--- config.mk ---
export PLATFORM = sky130hd
export DESIGN_NAME = load_store_unit_flat
export DESIGN_NICKNAME = d
export VERILOG_FILES = /design/src/rtl/load_store_unit_if.sv /design/src/rtl/load_store_unit.sv /design/src/flat_wrapper.sv
export SDC_FILE = /design/constraint.sdc
export NUM_CORES = 1
export LEC_CHECK = 0
export ABC_AREA = 1
export BUFFER_PORTS_ARGS = -buffer_cell sky130_fd_sc_hd__clkbuf_2
export CAP_MARGIN = 25
export CORE_MARGIN = 1
export CORE_UTILIZATION = 40
export DETAILED_ROUTE_END_ITERATION = 7
export SYNTH_ARGS = -nofsm -noshare
export SYNTH_HDL_FRONTEND = slang
export SYNTH_SLANG_ARGS = --single-unit
--- constraint.sdc ---
create_clock -name Clk -period 2.05 [get_ports Clk]
set_input_delay 0.205 -clock Clk [delete_from_list [all_inputs] [get_ports Clk]]
set_output_delay 0.205 -clock Clk [all_outputs]
set_load 0.05 [all_outputs]
--- src/rtl/load_store_unit_if.sv ---
// ---------------------------------------------------------------------------
// load_store_unit_if
// Data-memory port of the load/store unit: a valid/ready request channel
// and a valid-only load response channel.
//   MemReqValid / MemReqReady : request handshake
//   MemReqWrite               : 1 = store, 0 = load
//   MemReqAddr                : 8-byte-aligned address
//   MemReqWData / MemReqMask  : lane-steered store data and byte write mask
//   MemRespValid / MemRespRData : 8-byte-aligned load data
// The master modport is the LSU side, the slave modport is the memory side.
// ---------------------------------------------------------------------------
interface load_store_unit_if #(
  parameter int ADDR_W = 64
) ();

  logic              MemReqValid;
  logic              MemReqReady;
  logic              MemReqWrite;
  logic [ADDR_W-1:0] MemReqAddr;
  logic [63:0]       MemReqWData;
  logic [7:0]        MemReqMask;
  logic              MemRespValid;
  logic [63:0]       MemRespRData;

  modport master (
    output MemReqValid,
    output MemReqWrite,
    output MemReqAddr,
    output MemReqWData,
    output MemReqMask,
    input  MemReqReady,
    input  MemRespValid,
    input  MemRespRData
  );

  modport slave (
    input  MemReqValid,
    input  MemReqWrite,
    input  MemReqAddr,
    input  MemReqWData,
    input  MemReqMask,
    output MemReqReady,
    output MemRespValid,
    output MemRespRData
  );

endinterface

--- src/rtl/load_store_unit.sv ---
// ---------------------------------------------------------------------------
// load_store_unit
// Memory stage of the RV64I pipeline. Non-memory instructions pass their
// writeback straight through. Loads and stores stall the pipeline via
// HoldFlagToCtrl, run one request on the data-memory port, steer byte lanes
// and sign/zero-extend load data, then present the writeback for one cycle.
// Misaligned or illegal accesses are dropped with a one-cycle error pulse.
//   Clk, Rst_n            : clock, asynchronous active-low reset
//   OpCodeIn .. RdWriteEnableIn : operands forwarded from execute
//   RdWriteDataOut/RdAddrOut/RdWriteEnableOut : register writeback
//   HoldFlagToCtrl        : stall request to Ctrl
//   MisalignErrOut        : dropped-access pulse
//   memBus                : data-memory port (master side)
// ---------------------------------------------------------------------------
module load_store_unit #(
  parameter int ADDR_W = 64
) (
  input  logic        Clk,
  input  logic        Rst_n,
  input  logic [6:0]  OpCodeIn,
  input  logic [2:0]  Funct3In,
  input  logic [63:0] ImmIn,
  input  logic [63:0] Rs1ReadDataIn,
  input  logic [63:0] Rs2ReadDataIn,
  input  logic [63:0] RdWriteDataIn,
  input  logic [4:0]  RdAddrIn,
  input  logic        RdWriteEnableIn,
  output logic [63:0] RdWriteDataOut,
  output logic [4:0]  RdAddrOut,
  output logic        RdWriteEnableOut,
  output logic        HoldFlagToCtrl,
  output logic        MisalignErrOut,
  load_store_unit_if.master memBus
);

  localparam logic [6:0] OP_LOAD  = 7'b0000011;
  localparam logic [6:0] OP_STORE = 7'b0100011;

  typedef enum logic [1:0] {
    IDLE,
    REQ,
    RESP,
    DONE
  } lsuState_t;

  lsuState_t state, stateNext;

  logic        isLoadOp, isStoreOp, isMemOp;
  logic [63:0] effAddr;
  logic [2:0]  effOff;
  logic [7:0]  sizeMask;
  logic [2:0]  alignMask;
  logic        illegalOp, misaligned;

  logic [63:0] eaReg;
  logic [2:0]  funct3Reg;
  logic [4:0]  rdAddrReg;
  logic        writeReg;
  logic        errReg;
  logic [63:0] wDataReg;
  logic [7:0]  maskReg;
  logic [63:0] loadDataReg;

  logic [63:0] respShifted;
  logic [63:0] respExtended;

  // Decode of the instruction currently offered by execute.
  assign isLoadOp  = (OpCodeIn == OP_LOAD);
  assign isStoreOp = (OpCodeIn == OP_STORE);
  assign isMemOp   = isLoadOp | isStoreOp;
  assign effAddr   = Rs1ReadDataIn + ImmIn;
  assign effOff    = effAddr[2:0];

  // Access size as a byte mask and as the offset bits that must be zero.
  always_comb begin
    sizeMask  = 8'h01;
    alignMask = 3'b000;
    case (Funct3In[1:0])
      2'd0: begin sizeMask = 8'h01; alignMask = 3'b000; end
      2'd1: begin sizeMask = 8'h03; alignMask = 3'b001; end
      2'd2: begin sizeMask = 8'h0F; alignMask = 3'b011; end
      2'd3: begin sizeMask = 8'hFF; alignMask = 3'b111; end
      default: ;
    endcase
  end

  assign misaligned = ((effOff & alignMask) != 3'b000);
  assign illegalOp  = isLoadOp ? (Funct3In == 3'b111) : Funct3In[2];

  // Response lane steering and extension, driven by the latched access.
  assign respShifted = memBus.MemRespRData >> {eaReg[2:0], 3'b000};

  always_comb begin
    respExtended = '0;
    case (funct3Reg)
      3'b000: respExtended = {{56{respShifted[7]}},  respShifted[7:0]};
      3'b001: respExtended = {{48{respShifted[15]}}, respShifted[15:0]};
      3'b010: respExtended = {{32{respShifted[31]}}, respShifted[31:0]};
      3'b011: respExtended = respShifted;
      3'b100: respExtended = {56'd0, respShifted[7:0]};
      3'b101: respExtended = {48'd0, respShifted[15:0]};
      3'b110: respExtended = {32'd0, respShifted[31:0]};
      default: respExtended = '0;
    endcase
  end

  // State register; reset drops any in-flight access immediately.
  always_ff @(posedge Clk or negedge Rst_n) begin
    if (!Rst_n) begin
      state <= IDLE;
    end else begin
      state <= stateNext;
    end
  end

  // Access context is captured once in IDLE so the request payload stays
  // stable no matter what execute does while we hold the pipeline.
  always_ff @(posedge Clk or negedge Rst_n) begin
    if (!Rst_n) begin
      eaReg       <= '0;
      funct3Reg   <= '0;
      rdAddrReg   <= '0;
      writeReg    <= 1'b0;
      errReg      <= 1'b0;
      wDataReg    <= '0;
      maskReg     <= '0;
      loadDataReg <= '0;
    end else begin
      if (state == IDLE && isMemOp) begin
        eaReg       <= effAddr;
        funct3Reg   <= Funct3In;
        rdAddrReg   <= RdAddrIn;
        writeReg    <= isStoreOp;
        errReg      <= illegalOp | misaligned;
        wDataReg    <= isStoreOp ? (Rs2ReadDataIn << {effOff, 3'b000}) : 64'd0;
        maskReg     <= isStoreOp ? (sizeMask << effOff) : 8'd0;
        loadDataReg <= '0;
      end
      if (state == RESP && memBus.MemRespValid) begin
        loadDataReg <= respExtended;
      end
    end
  end

  // Next-state and pipeline-facing outputs. DONE always returns to IDLE so
  // the completed instruction, still on the inputs, is not restarted.
  always_comb begin
    stateNext        = state;
    RdWriteDataOut   = '0;
    RdAddrOut        = '0;
    RdWriteEnableOut = 1'b0;
    HoldFlagToCtrl   = 1'b0;
    MisalignErrOut   = 1'b0;
    case (state)
      IDLE: begin
        if (isMemOp) begin
          HoldFlagToCtrl = 1'b1;
          stateNext      = (illegalOp | misaligned) ? DONE : REQ;
        end else begin
          RdWriteDataOut   = RdWriteDataIn;
          RdAddrOut        = RdAddrIn;
          RdWriteEnableOut = RdWriteEnableIn;
        end
      end
      REQ: begin
        HoldFlagToCtrl = 1'b1;
        if (memBus.MemReqReady) begin
          stateNext = writeReg ? DONE : RESP;
        end
      end
      RESP: begin
        HoldFlagToCtrl = 1'b1;
        if (memBus.MemRespValid) begin
          stateNext = DONE;
        end
      end
      DONE: begin
        stateNext      = IDLE;
        MisalignErrOut = errReg;
        if (!writeReg && !errReg) begin
          RdWriteDataOut   = loadDataReg;
          RdAddrOut        = rdAddrReg;
          RdWriteEnableOut = 1'b1;
        end
      end
      default: stateNext = IDLE;
    endcase
  end

  assign memBus.MemReqValid = (state == REQ);
  assign memBus.MemReqWrite = writeReg;
  assign memBus.MemReqAddr  = {eaReg[ADDR_W-1:3], 3'b000};
  assign memBus.MemReqWData = wDataReg;
  assign memBus.MemReqMask  = maskReg;

endmodule

--- src/flat_wrapper.sv ---
// flat-port wrapper written by rule: the top's interface ports become plain ports
module load_store_unit_flat 
#(
  parameter int ADDR_W = 64
)
  (Clk, Rst_n, OpCodeIn, Funct3In, ImmIn, Rs1ReadDataIn, Rs2ReadDataIn, RdWriteDataIn, RdAddrIn, RdWriteEnableIn, RdWriteDataOut, RdAddrOut, RdWriteEnableOut, HoldFlagToCtrl, MisalignErrOut, memBus_MemReqValid, memBus_MemReqWrite, memBus_MemReqAddr, memBus_MemReqWData, memBus_MemReqMask, memBus_MemReqReady, memBus_MemRespValid, memBus_MemRespRData);
  load_store_unit_if #(.ADDR_W(ADDR_W)) memBus_i ();
  input  logic Clk;
  input  logic Rst_n;
  input  logic [6:0] OpCodeIn;
  input  logic [2:0] Funct3In;
  input  logic [63:0] ImmIn;
  input  logic [63:0] Rs1ReadDataIn;
  input  logic [63:0] Rs2ReadDataIn;
  input  logic [63:0] RdWriteDataIn;
  input  logic [4:0] RdAddrIn;
  input  logic RdWriteEnableIn;
  output logic [63:0] RdWriteDataOut;
  output logic [4:0] RdAddrOut;
  output logic RdWriteEnableOut;
  output logic HoldFlagToCtrl;
  output logic MisalignErrOut;
  output wire logic [$bits(memBus_i.MemReqValid)-1:0] memBus_MemReqValid;
  output wire logic [$bits(memBus_i.MemReqWrite)-1:0] memBus_MemReqWrite;
  output wire logic [$bits(memBus_i.MemReqAddr)-1:0] memBus_MemReqAddr;
  output wire logic [$bits(memBus_i.MemReqWData)-1:0] memBus_MemReqWData;
  output wire logic [$bits(memBus_i.MemReqMask)-1:0] memBus_MemReqMask;
  input wire logic [$bits(memBus_i.MemReqReady)-1:0] memBus_MemReqReady;
  input wire logic [$bits(memBus_i.MemRespValid)-1:0] memBus_MemRespValid;
  input wire logic [$bits(memBus_i.MemRespRData)-1:0] memBus_MemRespRData;
  assign memBus_MemReqValid = memBus_i.MemReqValid;
  assign memBus_MemReqWrite = memBus_i.MemReqWrite;
  assign memBus_MemReqAddr = memBus_i.MemReqAddr;
  assign memBus_MemReqWData = memBus_i.MemReqWData;
  assign memBus_MemReqMask = memBus_i.MemReqMask;
  assign memBus_i.MemReqReady = memBus_MemReqReady;
  assign memBus_i.MemRespValid = memBus_MemRespValid;
  assign memBus_i.MemRespRData = memBus_MemRespRData;
  load_store_unit #(.ADDR_W(ADDR_W)) u_core (.Clk(Clk), .Rst_n(Rst_n), .OpCodeIn(OpCodeIn), .Funct3In(Funct3In), .ImmIn(ImmIn), .Rs1ReadDataIn(Rs1ReadDataIn), .Rs2ReadDataIn(Rs2ReadDataIn), .RdWriteDataIn(RdWriteDataIn), .RdAddrIn(RdAddrIn), .RdWriteEnableIn(RdWriteEnableIn), .RdWriteDataOut(RdWriteDataOut), .RdAddrOut(RdAddrOut), .RdWriteEnableOut(RdWriteEnableOut), .HoldFlagToCtrl(HoldFlagToCtrl), .MisalignErrOut(MisalignErrOut), .memBus(memBus_i));
endmodule
==> metrics.md <==
| Metric | Value |
|---|---|
| Status | finished with violations |
| Failing checks | negative setup slack |
| Mapped Area | 18,890 µm² |
| Worst reg2reg setup slack | -0.02 ns |
| Final Cell Area | 27,440 µm² |
| Critical path origin | u_core.state[1]$_DFFE_PN0P_ |
| Routed WL per cell | 20.76 µm |
| RD Place Congestion | 1.014 |
| CTS tree | yes |
| Area growth syn-to-layout | 45.27% |
| Setup violations, final | 73 |
| Slew @ Worst Pin | 0.5922 ns |
| Die Y-Extent | 219.3 µm |
| Synth warn | 0 |
| GRT Resource Usage Total | 0.3652 |
| Layout cells sized above 1 | 0.2797 |
| Dpl hpwl | 67,490 µm |
| Hold WC Path Type | input port to flop |
| Rows | 79 |
| CTS H-Tree Depth | 1 |
| RSZ-0062 raised after global routing | yes |
| Clock Latency Late Sink | 0.59 ns |
| Largest net degree at the start of global routing | 80 |
| DIE AREA | 48,100 µm² |
| Arrival @ worst endpoint | 2.33 ns |
| Initial drt markers | 2,381 |
| Mapped Cells | 3,148 |
| Port Buffers | 546 |
| Chip Width | 219.3 µm |
| Crit path required time | 1.85 ns |
| Achievable clock frequency | 394.8 MHz |
| Critical path class | flop to primary output |
| Max clock buf depth | 3 |
| Synthesis-stage register bit count | 212 |
| Post-synthesis sequential area ratio | 0.2809 |
| GR Overflow Total | 0 |
| Final Net Count | 4,259 |
| Most frequent cells in the layout | 1,197 x nand2_1, 474 x clkbuf_2, 392 x inv_1, 255 x buf_4, 242 x o21ai_0 |
| CP startpoint kind | flop |
| CTS buffer count | 27 |
| Max Slew Vio Count | 0 |
| Detail Route Antenna Nets | 0 |
| DR vias | 23,850 |
| Post-synth EDFFs | 0 |
| PwrDens | 1131 nW/µm² |
| DRC | 0 |
| Final period utilization | 1.235 |
| Post-layout total power | 31.04 mW |
| Unique cell type count in the Yosys netlist | 46 |
| Vias in the first global route | 22,780 |
| Primary FF master, synth | dfrtp_1 |
| Drt pass-1 iters | 6 |
| Clock Root Buffer | clkbuf_16 |
| Ys async rst share | 1.000 |
| Initial antenna violation count | 2 |
| MaxCap Viol Count | 0 |
| Worst setup endpoint | RdWriteDataOut[63] |
| Worst r2r src | u_core.eaReg[0]$_DFFE_PN0P_ |
| Max transition margin | 0.6026 |
| Crit path max fanout | 9 |
| Fin crit period | 2.533 ns |
| Syn_area_per_cell | 6.000 µm² |
| Leakage | 15.39 nW |
| Area after DPL | 24,560 µm² |
| Clock net sink count | 212 |
| Clock slew at reported path FFs | 0.06 ns |
| Most common cell after layout, fill and taps aside | nand2_1 |
| IO Pins | 550 |
| Initial Utilization | 0.4057 |
| Hold Fails Final Rpt | 0 |
| Clock Skews | 0.01000 ns |
| Core area | 46,560 µm² |
| Final WL | 93,000 µm |
| Filler Cell Count | 4,486 |
| Max VDD drop | 1.161 mV |
| Worst r2r dst | u_core.loadDataReg[11]$_DFFE_PN0P_ |
| R2R cell count | 9 |
| Global-route wire length before repair | 133,300 µm |
| Vias per cell | 5.323 |
| Worst setup margin | -0.4827 ns |
| Worst Setup End Kind | primary output |
-- worst max-delay path, cell delays in order, from the launching register on --
cell     delay [ns]
dfrtp_1        0.40
inv_2          0.09
ha_4           0.16
nand2_4        0.06
inv_4          0.07
buf_12         0.12
buf_12         0.16
buf_16         0.18
nand2_2        0.08
a21oi_2        0.23
buf_12         0.17
-- how the worst min path moves through the flow --
stage                     depth (start not counted)                                        to              from
after global placement                            1           u_core.rdAddrReg[3]$_DFFE_PN0P_             Rst_n
final                                             3  u_core.memBus.MemReqWData[4]$_DFFE_PN0P_  Rs2ReadDataIn[4]
after detailed placement                          1           u_core.rdAddrReg[3]$_DFFE_PN0P_             Rst_n
after CTS                                         3  u_core.memBus.MemReqWData[4]$_DFFE_PN0P_  Rs2ReadDataIn[4]
after floorplan                                   0               u_core.eaReg[0]$_DFFE_PN0P_             Rst_n
after global routing                              3  u_core.memBus.MemReqWData[4]$_DFFE_PN0P_  Rs2ReadDataIn[4]
-- synthesized netlist by cell type, types with 2 or more instances --
cell type | instances | area share
o21ai_0 | 260 | 0.069
buf_1 | 12 | 0.0024
a21oi_1 | 178 | 0.047
o21ai_1 | 12 | 0.0032
buf_2 | 27 | 0.0072
o21ai_2 | 10 | 0.0046
o211ai_1 | 12 | 0.0048
a22o_1 | 19 | 0.0088
inv_2 | 5 | 0.00099
a32o_1 | 15 | 0.0079
buf_6 | 5 | 0.0030
o221ai_1 | 2 | 0.00093
xnor2_1 | 18 | 0.0083
or2_2 | 11 | 0.0036
o22ai_1 | 12 | 0.0040
clkbuf_1 | 99 | 0.020
nand3_1 | 146 | 0.039
nor3_1 | 21 | 0.0056
nand3b_1 | 6 | 0.0024
dfrtp_1 | 212 | 0.28
nor2_1 | 168 | 0.033
mux2i_1 | 17 | 0.0090
nand2_2 | 2 | 0.00066
clkinv_1 | 3 | 0.00060
inv_1 | 397 | 0.079
a22oi_1 | 2 | 0.00079
ha_1 | 67 | 0.044
nand2_1 | 1242 | 0.25
nand4_1 | 80 | 0.026
buf_4 | 69 | 0.027
o21bai_1 | 3 | 0.0012
nor4_1 | 2 | 0.00066
-- layer usage --
metal,global-route usage,share of wire,up-vias
met1,0.4454,0.40,11110
met2,0.6202,0.47,1105
met4,0.1988,0.064,2
met5,0,0.00014,-
met3,0.04893,0.070,261
li1,-,-,11370
-- registers in the layout, indices dropped and copies added (netlist names) --
| register | count |
|---|---|
| u_core.eaReg | 64 |
| u_core.loadDataReg | 64 |
| u_core.memBus.MemReqWData | 64 |
| u_core.memBus.MemReqMask | 8 |
| u_core.rdAddrReg | 5 |
| u_core.funct3Reg | 3 |
| u_core.state | 2 |
| u_core.errReg | 1 |
| u_core.memBus.MemReqWrite | 1 |
-- where the power goes --
group / leakage (nW) / internal [mW] / switching [mW]
clock: 0.466 / 3.06 / 2.17
combinational: 12.0 / 7.11 / 12.7
sequential: 2.87 / 5.17 / 0.845
total: 15.4 / 15.3 / 15.7
-- kinds of logic after synthesis --
group | count (synthesis) | share of synthesized area
adder cells (fa/ha/maj) | 68 | 0.04544
other | 1 | 0.0001985
XOR/XNOR | 18 | 0.008346
AND/OR/NAND/NOR | 1683 | 0.3609
AO/OA/AOI/OAI | 531 | 0.1549
multiplexers | 17 | 0.009008
flip-flops | 212 | 0.2809
buffers and inverters | 618 | 0.1404
-- area by class of cell --
| type | instances | area, µm² | share of cell area |
|---|---|---|---|
| Antenna cell | 1 | 2.502 | 0.00009119 |
| Clock buffer | 35 | 775.7 | 0.02827 |
| Clock inverter | 15 | 182.7 | 0.006657 |
| Inverter | 406 | 1558 | 0.05677 |
| Multi-Input combinational cell | 2321 | 11760 | 0.4285 |
| Sequential cell | 212 | 5308 | 0.1934 |
| Tap cell | 607 | 759.5 | 0.02768 |
| Timing Repair Buffer | 883 | 7098 | 0.2587 |
-- repair_timing --
action,CTS,global route
gates resized for setup,127,132
hold buffers,18,0
endpoints found under the hold margin,232,0
endpoints found under the setup margin,135,136
gates cloned,15,8
buffers inserted,16,10
pin swaps,46,60
-- stage by stage --
step | TNS, ns | hold WS [ns] | worst slack, ns | instances | util
3_3_place_gp | -5.997 | 0.1032 | -0.2840 | 4362 | 0.5276
6_report | -27.33 | 0.02394 | -0.4827 | 4480 | 0.5894
4_1_cts | -24.28 | 0.003830 | -0.3754 | 4461 | 0.5744
3_5_place_dp | -8.261 | 0.1041 | -0.2474 | 4362 | 0.5276
2_1_floorplan | -0.5763 | -0.09059 | -0.1307 | 3150 | -
5_1_grt | -31.04 | 0.02899 | -0.5473 | 4480 | 0.5894
Power figures use the tool's default switching activity.
